<file path="config.mk">
export PLATFORM = sky130hd
export DESIGN_NAME = keypad_responder
export DESIGN_NICKNAME = d
export VERILOG_FILES = /design/src/rtl/keypad_responder.sv
export SDC_FILE = /design/constraint.sdc
export NUM_CORES = 1
export LEC_CHECK = 0
export BUFFER_PORTS_ARGS = -buffer_cell sky130_fd_sc_hd__buf_2
export CAP_MARGIN = 15
export CORE_MARGIN = 8
export CORE_UTILIZATION = 57
export DETAILED_ROUTE_END_ITERATION = 6
export HOLD_SLACK_MARGIN = 0.06
export PLACE_DENSITY = 0.86
export REMOVE_ABC_BUFFERS = 1
export SYNTH_ARGS = -nofsm -noshare
export SYNTH_HDL_FRONTEND = slang
export SYNTH_SLANG_ARGS = --single-unit
export TNS_END_PERCENT = 1
</file>
<file path="constraint.sdc">
create_clock -name clk -period 2.5 [get_ports clk]
set_clock_uncertainty 0.15 [all_clocks]
set_input_delay 0.5 -clock clk [delete_from_list [all_inputs] [get_ports clk]]
set_output_delay 0.5 -clock clk [all_outputs]
set_load 0.02 [all_outputs]
</file>
<file path="src/rtl/keypad_responder.sv">
// 4x4 matrix-keypad emulator: presents a requested key's contact on row while the scanner drives its col.
// Define KEYPAD_BOUNCE_EN to add contact bounce around the solid hold; the default build gives a clean closure.
module keypad_responder #(
    parameter int HOLD_CYCLES   = 2000000,
    parameter int BOUNCE_CYCLES = 50000,
    parameter int BOUNCE_PHASES = 4
) (
    input  logic       clk,
    input  logic       rst,
    input  logic [3:0] col,
    output logic [3:0] row,
    input  logic       req,
    input  logic [3:0] key_code,
    output logic       busy,
    output logic       done,
    output logic       pressed
);

    // state     | meaning
    // IDLE      | contact open, waiting for req
    // PRESS_BNC | contact alternating closed/open, starting closed
    // HOLD      | contact solidly closed for HOLD_CYCLES
    // REL_BNC   | contact alternating open/closed, starting open

    localparam int CNT_MAX = (HOLD_CYCLES > BOUNCE_CYCLES) ? HOLD_CYCLES : BOUNCE_CYCLES;
    localparam int CW      = $clog2(CNT_MAX + 1);
    localparam logic [CW-1:0] HOLD_LOAD = CW'(HOLD_CYCLES - 1);

    if (HOLD_CYCLES < 1 || BOUNCE_CYCLES < 1 || BOUNCE_PHASES < 2 || (BOUNCE_PHASES % 2) != 0) begin : g_bad_params
        $error("keypad_responder: invalid timing parameters");
    end

`ifdef KEYPAD_BOUNCE_EN
    localparam int PW = $clog2(BOUNCE_PHASES + 1);
    localparam logic [CW-1:0] BNC_LOAD = CW'(BOUNCE_CYCLES - 1);
    localparam logic [PW-1:0] LAST_PH  = PW'(BOUNCE_PHASES - 1);

    typedef enum logic [1:0] {IDLE, PRESS_BNC, HOLD, REL_BNC} state_t;

    logic [PW-1:0] ph, ph_nxt, ph_inc;
`else
    typedef enum logic {IDLE, HOLD} state_t;
`endif

    state_t        state, state_nxt;
    logic [CW-1:0] cnt, cnt_nxt;
    logic          contact, contact_nxt;
    logic          done_nxt;
    logic          latch;
    logic [3:0]    key_q;

    always_comb begin
        state_nxt   = state;
        cnt_nxt     = cnt;
        contact_nxt = contact;
        done_nxt    = 1'b0;
        latch       = 1'b0;
`ifdef KEYPAD_BOUNCE_EN
        ph_nxt      = ph;
        ph_inc      = ph + 1'b1;
`endif
        case (state)
            IDLE: begin
                if (req) begin
                    latch       = 1'b1;
                    contact_nxt = 1'b1;
`ifdef KEYPAD_BOUNCE_EN
                    state_nxt   = PRESS_BNC;
                    cnt_nxt     = BNC_LOAD;
                    ph_nxt      = '0;
`else
                    state_nxt   = HOLD;
                    cnt_nxt     = HOLD_LOAD;
`endif
                end
            end
`ifdef KEYPAD_BOUNCE_EN
            PRESS_BNC: begin
                if (cnt == '0) begin
                    if (ph == LAST_PH) begin
                        state_nxt   = HOLD;
                        cnt_nxt     = HOLD_LOAD;
                        contact_nxt = 1'b1;
                    end else begin
                        ph_nxt      = ph_inc;
                        cnt_nxt     = BNC_LOAD;
                        contact_nxt = ~ph_inc[0];
                    end
                end else begin
                    cnt_nxt = cnt - 1'b1;
                end
            end
`endif
            HOLD: begin
                if (cnt == '0) begin
                    contact_nxt = 1'b0;
`ifdef KEYPAD_BOUNCE_EN
                    state_nxt   = REL_BNC;
                    cnt_nxt     = BNC_LOAD;
                    ph_nxt      = '0;
`else
                    state_nxt   = IDLE;
                    done_nxt    = 1'b1;
`endif
                end else begin
                    cnt_nxt = cnt - 1'b1;
                end
            end
`ifdef KEYPAD_BOUNCE_EN
            REL_BNC: begin
                if (cnt == '0) begin
                    if (ph == LAST_PH) begin
                        state_nxt   = IDLE;
                        contact_nxt = 1'b0;
                        done_nxt    = 1'b1;
                    end else begin
                        ph_nxt      = ph_inc;
                        cnt_nxt     = BNC_LOAD;
                        contact_nxt = ph_inc[0];
                    end
                end else begin
                    cnt_nxt = cnt - 1'b1;
                end
            end
`endif
            default: begin
                state_nxt   = IDLE;
                contact_nxt = 1'b0;
            end
        endcase
    end

    always_ff @(posedge clk or negedge rst) begin
        if (!rst) begin
            state   <= IDLE;
            cnt     <= '0;
            contact <= 1'b0;
            busy    <= 1'b0;
            done    <= 1'b0;
            key_q   <= '0;
`ifdef KEYPAD_BOUNCE_EN
            ph      <= '0;
`endif
        end else begin
            state   <= state_nxt;
            cnt     <= cnt_nxt;
            contact <= contact_nxt;
            busy    <= (state_nxt != IDLE);
            done    <= done_nxt;
            if (latch) key_q <= key_code;
`ifdef KEYPAD_BOUNCE_EN
            ph      <= ph_nxt;
`endif
        end
    end

    assign pressed = contact;

    // Combinational so the scanner sees the contact in the same cycle it drives col.
    always_comb begin
        row = 4'hF;
        if (contact && !col[key_q[1:0]]) row[key_q[3:2]] = 1'b0;
    end

endmodule

</file>
# --- Word level (Yosys, flattened, before mapping) ---
# Cells that the tools add are included.
word_totals:
  register_bits: 28
  inputBits: 11
  out_inout_bits: 7
classes:
  n_reduce_logical: 6
  n_eq_ne: 3
  add_sub_neg: 1
  n_mux: 17
  n_lt_le_gt_ge: 3
  bitwise: 2
op_table:
  columns: ["operator", "count"]
  rows:
  - ["2-to-1 mux 21 bit", 2]
  - ["one-hot mux 21 bit (2 select lines)", 1]
  - ["zero test 21 bit", 1]
  - ["subtractor 21 x 1 -> 21 bit (second input constant)", 1]
  - ["2-to-1 mux 1 bit", 9]
  - ["< comparator 2 x 3 -> 1 bit (second input constant)", 2]
  - ["2-to-1 mux 4 bit", 1]
  - ["!= test 2 bit (second input constant)", 2]
  - ["NOT 4 bit", 1]
  - ["one-hot mux 1 bit (2 select lines)", 2]
  - ["AND reduction 2 bit", 2]
  - ["binary-select mux 1 bit (select 2 bit)", 1]
  - ["demux 1 bit (select 2 bit)", 1]
  - [">= comparator 2 x 1 -> 1 bit (second input constant)", 1]
  - ["logical AND 1 bit", 2]
  - ["!= test 2 x 1 -> 1 bit (second input constant)", 1]
  - ["zero test 1 bit", 1]
  - ["NOT 1 bit", 1]

# --- Depth between registers and ports, before layout ---
# Gate-level depths: netlist of run 1.
depth:
  depth_word: 6
  ltp_mapped: 7

# --- Least setup slack after synthesis of run 1 ---
# OpenSTA, ideal clock, no wires.
synth_path:
  path_kind: "reg-to-reg"
  start: "register state"
  end: "register cnt[13]"
  required_time_ns: 2.210
  t_arrival_ns: 1.826
  setup_time_ns: 0.140
  path_buffers: 2
  path_stages_with_launch: 7
  period_less_slack_ns: 2.115
  path_slack_ns: 0.385
  cell_sequence: "dfrtp_1 > or3b_1 > clkbuf_2 > or3_1 > clkbuf_1 > o311ai_0 > o41ai_1"
synth_via:
  elab_chain_cells: 3
  word_cells_on_any_way: 5
  classes_between: "eq/ne: 2; mux: 1; bitwise: 1; reduce/logical: 1"
synth_rtl:
  columns: ["item", "line_no", "rtl"]
  rows:
  - ["from (decl)", "45", "state_t state, state_nxt;"]
  - ["from (signal assigned)", "145", "state <= state_nxt;"]
  - ["NOT 1 bit", null, null]
  - ["!= test 2 bit (no line)", null, null]
  - ["AND reduction 2 bit (no line)", null, null]
  - ["to (signal assigned)", "146", "cnt <= cnt_nxt;"]
  - ["to (decl)", "46", "logic [CW-1:0] cnt, cnt_nxt;"]
# Parallel ways exist; a longest one is shown, timed or not.
# A chain may end at the register's enable or synchronous reset.

# --- Worst setup path after layout of run 1 ---
layout_path:
  start: "register key_q[0]"
  end: "output row[1]"
layout_via:
  elab_chain_cells: 5
layout_rtl:
  columns: ["item", "line_no", "rtl"]
  rows:
  - ["from (decl)", "50", "logic [3:0] key_q;"]
  - ["from (signal assigned)", "150", "if (latch) key_q <= key_code;"]
  - ["binary-select mux 1 bit (select 2 bit)", "162", "if (contact && !col[key_q[1:0]]) row[key_q[3:2]] = 1'b0;"]
  - ["2-to-1 mux 1 bit (not written as such)", "162", null]
  - ["zero test 1 bit", "162", null]
  - ["logical AND 1 bit", "162", null]
  - ["2-to-1 mux 4 bit", "162", null]
  - ["to (decl)", "11", "output logic [3:0] row,"]
# Every way passes these cells. The select of a mux whose other input is x is not followed.

==> impl_metrics.toml, run 1 <==
[floorplan]
io-pin-count = 18
fp.dieH_um = 68.05
design.core.area_um2 = 2663
row_count = 19
die_area_um2 = 4630
die_w_um = 68.05
initial_core_util_pct = 57.99

[cts]
clock_latency_ns = 0.33
cts_made_buffers = 3
clk_pin_slew_worst_paths_ns = 0.15
cts_tree = "yes"
cts_sinks = 28
h-tree-depth = 1
clock_path_buffers = 2
cts-root-buf = "clkbuf_4"

[finish]
nets = 190
fillers = 230
instances_no_fill = 206
final_layout_size_suffix_gt1_share_pct = 23.43
final_cell_mix = "dfrtp_1 (28), nand2_1 (17), buf_2 (17), nor2_1 (10), buf_4 (7)"
syn_to_final_growth_pct = 10.45
fin_area_um2 = 1705
final_util_pct = 64.05
mostFrequentLayoutCell = "dfrtp_1"
seq_area_um2 = 700.7
insertedDiodeCount = 0
multi_input_area_um2 = 784.5

[critical_path]
critical_path.top_delay_family = "multiplexers"
critical_path.cell_chain = "mux4_2, nor2b_4, nor2b_2, nand2_1, buf_2"
worst_ep_required_time_ns = 1.85
critPathBufInv = 1
cp-end-kind = "output port"
crit_slowest_cell = "mux4_2"
crit_type = "reg2out"
path_max_fanout = 3
slowest_delay_ns = 0.53
cp-start-kind = "register"
arrival_ns = 1.80

[routing]
wirelength_mm = 3.666
wl_met3_um = 162
dr_wl_met2_mm = 1.928
ant_nets = 0
vias_per_cell = 6.495
via_count = 1338
drt_iter0_drc = 103
drt-met1-wl_mm = 1.498
routedWlPerCell_um = 17.80
drcViolationCount = 0
top_layer = "met4"
first_pass_iters = 4

[place]
dp_slack_ns = 0.2020
dpl.hpwl_mm = 2.585
placed_area_um2 = 1655
buffer_ports.inserted = 17
dp_cells = 201
gp_congestion = 0.8892

[pwr]
powerDensity_nw_per_um2 = 653.8
p_leak_uw = 0.0006560
ir_drop_mv = 0.5080

[sta]
finalSetupViolations = 0
worst_pin_slew_ns = 0.6293
fmax_mhz = 408.5
period_needed_ns = 2.448
tns_ns = 0
post-route-period-util_pct = 97.91
slew_headroom_pct = 58.05
hold_viol_final = 0
worst_slack_ns = 0.05220
slew_viol_final = 0

[logic_synthesis]
synth_edf_count = 0
yosysWarnings = 0
synthCells = 154
postSynthAreaPerCell_um2 = 10.03
ys_ff_latch = 28
netlist_area_um2 = 1544
synth_cell_types = 40
seq_area_frac_synth_pct = 45.38
synth_flop_cell = "dfrtp_1"
async_flop_share_pct = 100.0

[global_routing]
grt_pass1_vias = 1327
grt_pass1_wl_mm = 6.037
grt-ovfl-total = 0
track_usage_pct = 16.90
grt_max_degree = 29
antenna_found_initial = 0

[run_status]
status = "finished, final reports clean"

[job]
cap_violations = 0

[min_path]
min_path_type = "in2reg"
## synth_stat cells, drive strengths merged, types with 2 or more instances
master | instances | area (µm²)
a21oi | 4 | 20.02
buf | 4 | 45.04
clkbuf | 3 | 12.51
dfrtp | 28 | 700.7
ha | 2 | 25.02
inv | 3 | 11.26
mux2i | 4 | 40.04
nand2 | 17 | 63.81
nand2b | 4 | 25.02
nand3 | 4 | 20.02
nand4 | 2 | 12.51
nor2 | 10 | 37.54
nor2b | 4 | 25.02
nor3 | 5 | 25.02
nor4 | 8 | 71.32
o211ai | 3 | 22.52
o21ai | 6 | 30.03
o22ai | 2 | 12.51
o311ai | 5 | 43.79
o31ai | 5 | 37.54
o41ai | 5 | 43.79
or2 | 2 | 12.51
or3 | 10 | 75.07
or4 | 6 | 50.05
## area by class of cell
cell class,count,area share [%]
multi-input combinational,116,46.00
tap,31,2.274
sequential,28,41.09
clock buffer,3,1.321
inverter,3,0.6603
timing repair buffer,25,8.657
## cell families after synthesis
family,after synthesis,synth area share (%)
flops,28,45.38
simple gates,75,28.69
compound gates,34,15.80
fa+ha+maj,2,1.620
mux,5,4.052
buf+inv,10,4.457
## power breakdown
| group | internal, µW | switching, µW |
|---|---|---|
| registers | 535 | 101 |
| clock network | 56.7 | 133 |
| logic | 135 | 155 |
| total | 726 | 389 |
## per-stage QoR
stage                     power (µW)  hold WS (ns)
after detailed placement       920.6        0.3471
after global routing            1185        0.1882
final                           1115        0.1945
after floorplan                812.2       0.05441
after CTS                       1105        0.1924
after global placement         886.5        0.3186
## worst paths after layout
kind	startpoint	end	slack [ns]	cells past startpoint
max	key_q[0]	row[1]	0.05	5
min	key_code[2]	key_q[2]	0.19	3
min in group asynchronous	rst	cnt[9]	0.55	2
max in group asynchronous	rst	cnt[8]	1.25	2
min reg2reg	cnt[11]	cnt[11]	0.36	1
max reg2reg	cnt[10]	cnt[15]	0.26	4
## what timing repair did
action | 4_1_cts | 5_1_grt
setup buffers | 0 | 1
endpoints found under the setup margin | 0 | 3
hold endpoints to repair | 28 | 0
gates resized for setup | 0 | 3
hold buffers | 1 | 0
## registers in the layout, summed over array words and instances (netlist names)
name and cells:
cnt 21, done 1, state 1, pressed 1, key_q 4
## metal layers
metal  global-route usage (%)  up-vias
li1                         -      635
met1                    19.94      664
met2                    30.13       30
met3                    2.946        9
met4                    5.882        0
met5                        0        -
## worst reg2reg max path: stages (launching register included)
cell and delay [ns]:
dfrtp_1 0.45, or4_1 0.66, or4_1 0.44, o31ai_1 0.26, o311ai_1 0.15
Power figures use the tool's default switching activity.
==> run 2, diff against run 1 <==
==> constraint.sdc (replaced) <==
create_clock -name clk -period 2.5 [get_ports clk]
set_clock_uncertainty 0.15 [all_clocks]
set_input_delay 0.375 -clock clk [delete_from_list [all_inputs] [get_ports clk]]
set_output_delay 0.375 -clock clk [all_outputs]
set_load 0.02 [all_outputs]
==> run 2 against run 1 <==
Against the previous run: setup slack better by 0.11 ns; routed wire length decreased by 10%; non-clock buffer count decreased by 3; final cell count down 0.97%; first-iteration DRC count shrank 63%; critical path depth unchanged; register-to-register slack worse by 0.02 ns; die area stayed put; combinational power decreased by 7%; clock power grew 13%.
==> impl_metrics.toml, run 2 (synthesis gave the netlist of run 1 again) <==
[finish]
reg.largest.list = "cnt (21), key_q (4)"
final_cell_mix = "dfrtp_1 (28), nand2_1 (17), buf_2 (17), nor2_1 (10)"
final_layout_size_suffix_gt1_share_pct = 21.97
largest-register = "cnt"
insertedDiodeCount = 0
mostFrequentLayoutCell = "dfrtp_1"
syn_to_final_growth_pct = 9.400
nets = 187
largest_reg_flops = 21

[min_path]
hold_start = "key_code[2]"
min_path_type = "in2reg"

[routing]
drt_iter0_drc = 38
drcViolationCount = 0
via_count = 1268
ant_nets = 0
wirelength_mm = 3.291
routedWlPerCell_um = 16.13
vias_per_cell = 6.216
first_pass_iters = 4

[cts]
h-tree-depth = 1
cts-root-buf = "clkbuf_4"
cts_made_buffers = 3
clock_path_buffers = 2
clk_pin_slew_worst_paths_ns = 0.14
cts_tree = "yes"
cts_sinks = 28
clock_latency_ns = 0.32

[sta]
slew_viol_final = 0
worst_pin_slew_ns = 0.6154
hold_viol_final = 0
period_needed_ns = 2.339
post-route-period-util_pct = 93.54
slew_headroom_pct = 58.98
finalSetupViolations = 0
fmax_mhz = 427.6
tns_ns = 0
rsz0062_at_grt = "false"

[pwr]
p_clk_share_pct = 19.2
pwr-share-comb_pct = 24.2
p_switching_uw = 367.0
internal_power_uw = 752.4
finalPower_uw = 1119
powerDensity_nw_per_um2 = 662.7
p_sw_share_pct = 32.78
p_leak_uw = 0.0006401
ir_drop_mv = 0.5978
seq_power_share_pct = 56.6

[critical_path]
cp-startpoint = "key_q[0]"
worst_ep_required_time_ns = 1.98
timing.rr.start = "cnt[16]"
crit_type = "reg2out"
cp-end-kind = "output port"
cp-start-kind = "register"
arrival_ns = 1.81
r2r_setup_slack_ns = 0.24
path_max_fanout = 3

[job]
cap_violations = 0

[global_routing]
grt_max_degree = 29
antenna_found_initial = 0
track_usage_pct = 15.30
grt_pass1_vias = 1275
grt_pass1_wl_mm = 5.561
grt-ovfl-total = 0

[floorplan]
row_count = 19
die_w_um = 68.05
initial_core_util_pct = 57.99
die_area_um2 = 4630
fp.dieH_um = 68.05
io-pin-count = 18
design.core.area_um2 = 2663

[run_status]
status = "finished, final reports clean"

[place]
dpl.hpwl_mm = 2.432
gp_congestion = 0.8866
buffer_ports.inserted = 17
==> run 2: cell count changes in the layout (fill, tap and decap cells not counted) <==
cell	previous run	this run
buf_4	7	4
clkbuf_8	0	1
nor2b_1	2	3
nor2b_4	1	0
==> run 2: per-stage QoR <==
step           utilization, %  hold WS, ns  std cells  cell area, µm²  worst slack [ns]
2_1_floorplan               -     -0.07059        147            1486            0.3409
3_3_place_gp            61.61       0.2704        199            1640            0.3502
3_5_place_dp            61.61       0.2774        199            1640            0.2606
4_1_cts                 63.35      0.08048        204            1687            0.1108
5_1_grt                 63.44      0.07464        204            1689           0.01962
6_report                63.44      0.08209        204            1689            0.1615
==> run 2: timing repair <==
action,CTS,global route
resized for setup,0,1
setup buffers,0,0
hold endpoints to repair,28,0
hold buffers,1,0
setup endpoints to repair,0,2
==> run 2: layer usage <==
metal | up-vias | share of wire (%) | track usage, %
met5 | - | 0 | 0
met2 | 17 | 51 | 25.44
met3 | 10 | 2.3 | 3.273
met1 | 606 | 45 | 18.31
met4 | 0 | 2.1 | 7.673
li1 | 635 | - | -
==> run 2: cell type report <==
type	instances	area (µm²)
tap	31	38.79
sequential	28	700.7
inverter	3	11.26
clock buffer	4	36.28
multi-input combinational	116	777.0
fill	222	973.4
timing repair buffer	22	125.1
==> run 2: path summary, 6_finish.rpt <==
kind                            endpoint  cells past startpoint
worst max register to register    cnt[0]                      4
worst min-delay path            key_q[2]                      3
max in group asynchronous         cnt[1]                      2
min in group asynchronous        cnt[11]                      2
worst max-delay path              row[1]                      5
worst min register to register   cnt[19]                      1
==> run 2: power groups by stage <==
stage               Combinational (µW)  Sequential (µW)  Clock (µW)
detailed placement                 270              641           0
global route                       305              651         238
CTS                                271              633         221
finish                             271              634         215
global placement                   256              633           0
floorplan                          197              615           0
==> run 2: critical path, cell delays in order (launching register included) <==
cell	delay, ns
dfrtp_1	0.40
mux4_2	0.51
nor2b_2	0.16
nor2b_1	0.19
nand2_1	0.08
buf_2	0.16
==> run 3, diff against run 2 <==
- ABC_AREA: default -> 1
- CORE_MARGIN: 8 -> default
- CORE_UTILIZATION: 57 -> 58
- PLACE_DENSITY: 0.86 -> 0.87
==> run 3 against run 2 <==
Against the previous run: the run now ends with design-rule violations left; final cell count up 49%; setup slack better by 0.34 ns; clock-buffer cell count down 1; routed wire length up 16%; die area down 29%; sequential power down 29%; global-route usage up 12 points; sequential cell count unchanged; maximum frequency up 17%; area after synthesis up 15%; utilization up 5.0 points; highest routed layer unchanged.
==> impl_metrics.toml, run 3 <==
[routing]
wirelength_mm = 3.817
via_count = 1603
vias_per_cell = 5.273
drcViolationCount = 1
drt_iter0_drc = 82
ant_nets = 0
routedWlPerCell_um = 12.56
first_pass_iters = 7

[floorplan]
initial_core_util_pct = 62.54
die_w_um = 57.23
design.core.area_um2 = 2829
fp.dieH_um = 57.23
row_count = 19
die_area_um2 = 3275
io-pin-count = 18

[sta]
worst_slack_ns = 0.5006
hold_viol_final = 0
tns_ns = 0
slew_viol_final = 0
worst_pin_slew_ns = 0.5988
rsz0062_at_grt = "false"
slew_headroom_pct = 60.08
finalSetupViolations = 0
post-route-period-util_pct = 79.98
fmax_mhz = 500.1
period_needed_ns = 1.999

[cts]
cts_resized = 0
cts_tree = "yes"
clk_pin_slew_worst_paths_ns = 0.16
h-tree-depth = 1
clock_path_buffers = 2
cts-root-buf = "clkbuf_4"
cts_sinks = 28
cts_made_buffers = 3
cts_setup_buffers = 0
clock_latency_ns = 0.33

[logic_synthesis]
synthCells = 253
synth_edf_count = 0
synth_cell_types = 24
synth_flop_cell = "dfrtp_1"
netlist_area_um2 = 1769
async_flop_share_pct = 100.0
synthTopCellsByCount = "nand2_1 (84), nor2_1 (38), inv_1 (33)"
postSynthAreaPerCell_um2 = 6.993
synth.most_common_cell = "nand2_1"
yosysWarnings = 0
seq_area_frac_synth_pct = 39.60
synth_top_area_share_pct = 39.60
synth_top_area_cell = "dfrtp_1"
synth.area.top_cells = "dfrtp_1 (40%), nand2_1 (18%), nor2_1 (8.1%)"
ys_ff_latch = 28

[run_status]
status = "finished with violations"
violations = "design-rule violations"

[global_routing]
grt_pass1_wl_mm = 6.762
grt_max_degree = 29
track_usage_pct = 26.84
grt_pass1_vias = 1531
grt-ovfl-total = 0
antenna_found_initial = 0

[finish]
insertedDiodeCount = 0
nets = 287
largest-register = "cnt"
mostFrequentLayoutCell = "nand2_1"
reg.largest.list = "cnt (21), key_q (4)"
largest_reg_flops = 21
final_cell_mix = "nand2_1 (84), nor2_1 (38), inv_1 (33), dfrtp_1 (28), nand3_1 (19)"
final_layout_size_suffix_gt1_share_pct = 15.38
syn_to_final_growth_pct = 9.477

[critical_path]
crit_type = "reg2out"
crit_slowest_cell = "dfrtp_1"
crit_top_cell = "nand2_1"
worst_ep_required_time_ns = 1.98
rr_endpoint = "cnt[18]"
critical_path.top_delay_family = "flip-flops"
path_max_fanout = 3
cp-end-kind = "output port"
cp-start-kind = "register"
critical_path.cell_chain = "inv_1, nand2_1, nand2_1, a21oi_1, o31ai_1, nor2_1, nand2_1, buf_2"
r2r_setup_slack_ns = 0.52
slowest_delay_ns = 0.39
endpoint = "row[2]"
arrival_ns = 1.47
timing.rr.start = "cnt[0]"
critPathBufInv = 2
rr_worst_depth = 9
cp-startpoint = "key_q[0]"
worst-path-stages = 8

[place]
dp_slack_ns = 0.5941
dpl.hpwl_mm = 2.876
gp_congestion = 0.9097
buffer_ports.inserted = 17

[pwr]
ir_drop_mv = 0.2627
p_leak_uw = 0.0009783
powerDensity_nw_per_um2 = 397.7

[job]
cap_violations = 0

[min_path]
hold_start = "key_code[1]"
min_path_type = "in2reg"
run 3: changes by cell type after synthesis, moves of 6 or more:
cell | before | now
inv_1 | 3 | 33
nand2_1 | 17 | 84
nand3_1 | 4 | 19
nor2_1 | 10 | 38
nor4_1 | 6 | 0
o21ai_2 | 0 | 9
or3_1 | 6 | 0
xor2_1 | 0 | 6
run 3: worst min path at each step:
stage	cells after the start	slack [ns]	end
after global placement	1	0.27	cnt[9]
final	3	0.08	key_q[1]
after floorplan	0	-0.07	cnt[0]
after CTS	3	0.08	key_q[1]
after detailed placement	1	0.27	cnt[9]
after global routing	3	0.08	key_q[3]
run 3: stage by stage:
step | area [µm²] | utilization [%] | power, µW | instances | hold slack (ns)
6_report | 1937 | 68.47 | 770.4 | 304 | 0.07637
4_1_cts | 1937 | 68.47 | 777.3 | 304 | 0.07775
5_1_grt | 1937 | 68.47 | 800.5 | 304 | 0.08469
3_3_place_gp | 1874 | 66.25 | 482.0 | 299 | 0.2650
2_1_floorplan | 1743 | - | 465.2 | 250 | -0.07059
3_5_place_dp | 1874 | 66.25 | 482.4 | 299 | 0.2659
run 3: cell families after synthesis:
kind of cell | after synthesis | share of synthesized area, %
AND/OR/NAND/NOR | 159 | 39.18
buffers and inverters | 37 | 8.698
flip-flops | 28 | 39.60
AO/OA/AOI/OAI | 21 | 8.133
XOR/XNOR | 6 | 2.970
adder cells (fa/ha/maj) | 2 | 1.414
run 3: timing repair:
| action | 4_1_cts | 5_1_grt |
|---|---|---|
| hold buffers | 1 | 0 |
| hold endpoints to repair | 28 | 0 |
| endpoints found under the setup margin | 0 | 0 |
run 3: report_power, final:
part / internal, µW / switching (µW)
sequential: 453 / 0
clock: 162 / 134
combinational: 8.14 / 13.1
total: 623 / 147
run 3: area by class of cell:
class,count,area (µm²)
multi-input combinational,188,914.6
fill,252,892.1
sequential,28,700.7
inverter,34,127.6
timing repair buffer,19,102.6
tap,31,38.79
clock inverter,1,30.03
clock buffer,3,22.52
run 3: routing by layer:
layer / GRT usage, % / part of all wire [%] / up-vias / wire length (µm)
li1: - / - / 823 / -
met1: 35.10 / 45 / 728 / 1724
met2: 47.39 / 50 / 45 / 1895
met3: 2.721 / 3.9 / 7 / 147
met4: 7.666 / 1.3 / 0 / 50
met5: 0 / 0 / - / 0
run 3: worst register-to-register path, cell delays in order (launching register included):
cell and delay, ns:
dfrtp_1 0.39, inv_1 0.16, ha_1 0.23, nand2_1 0.14, nor2_1 0.29, nand2_1 0.12, nor2_1 0.16, nand3_1 0.11
nand2_1 0.07, nand3_1 0.06
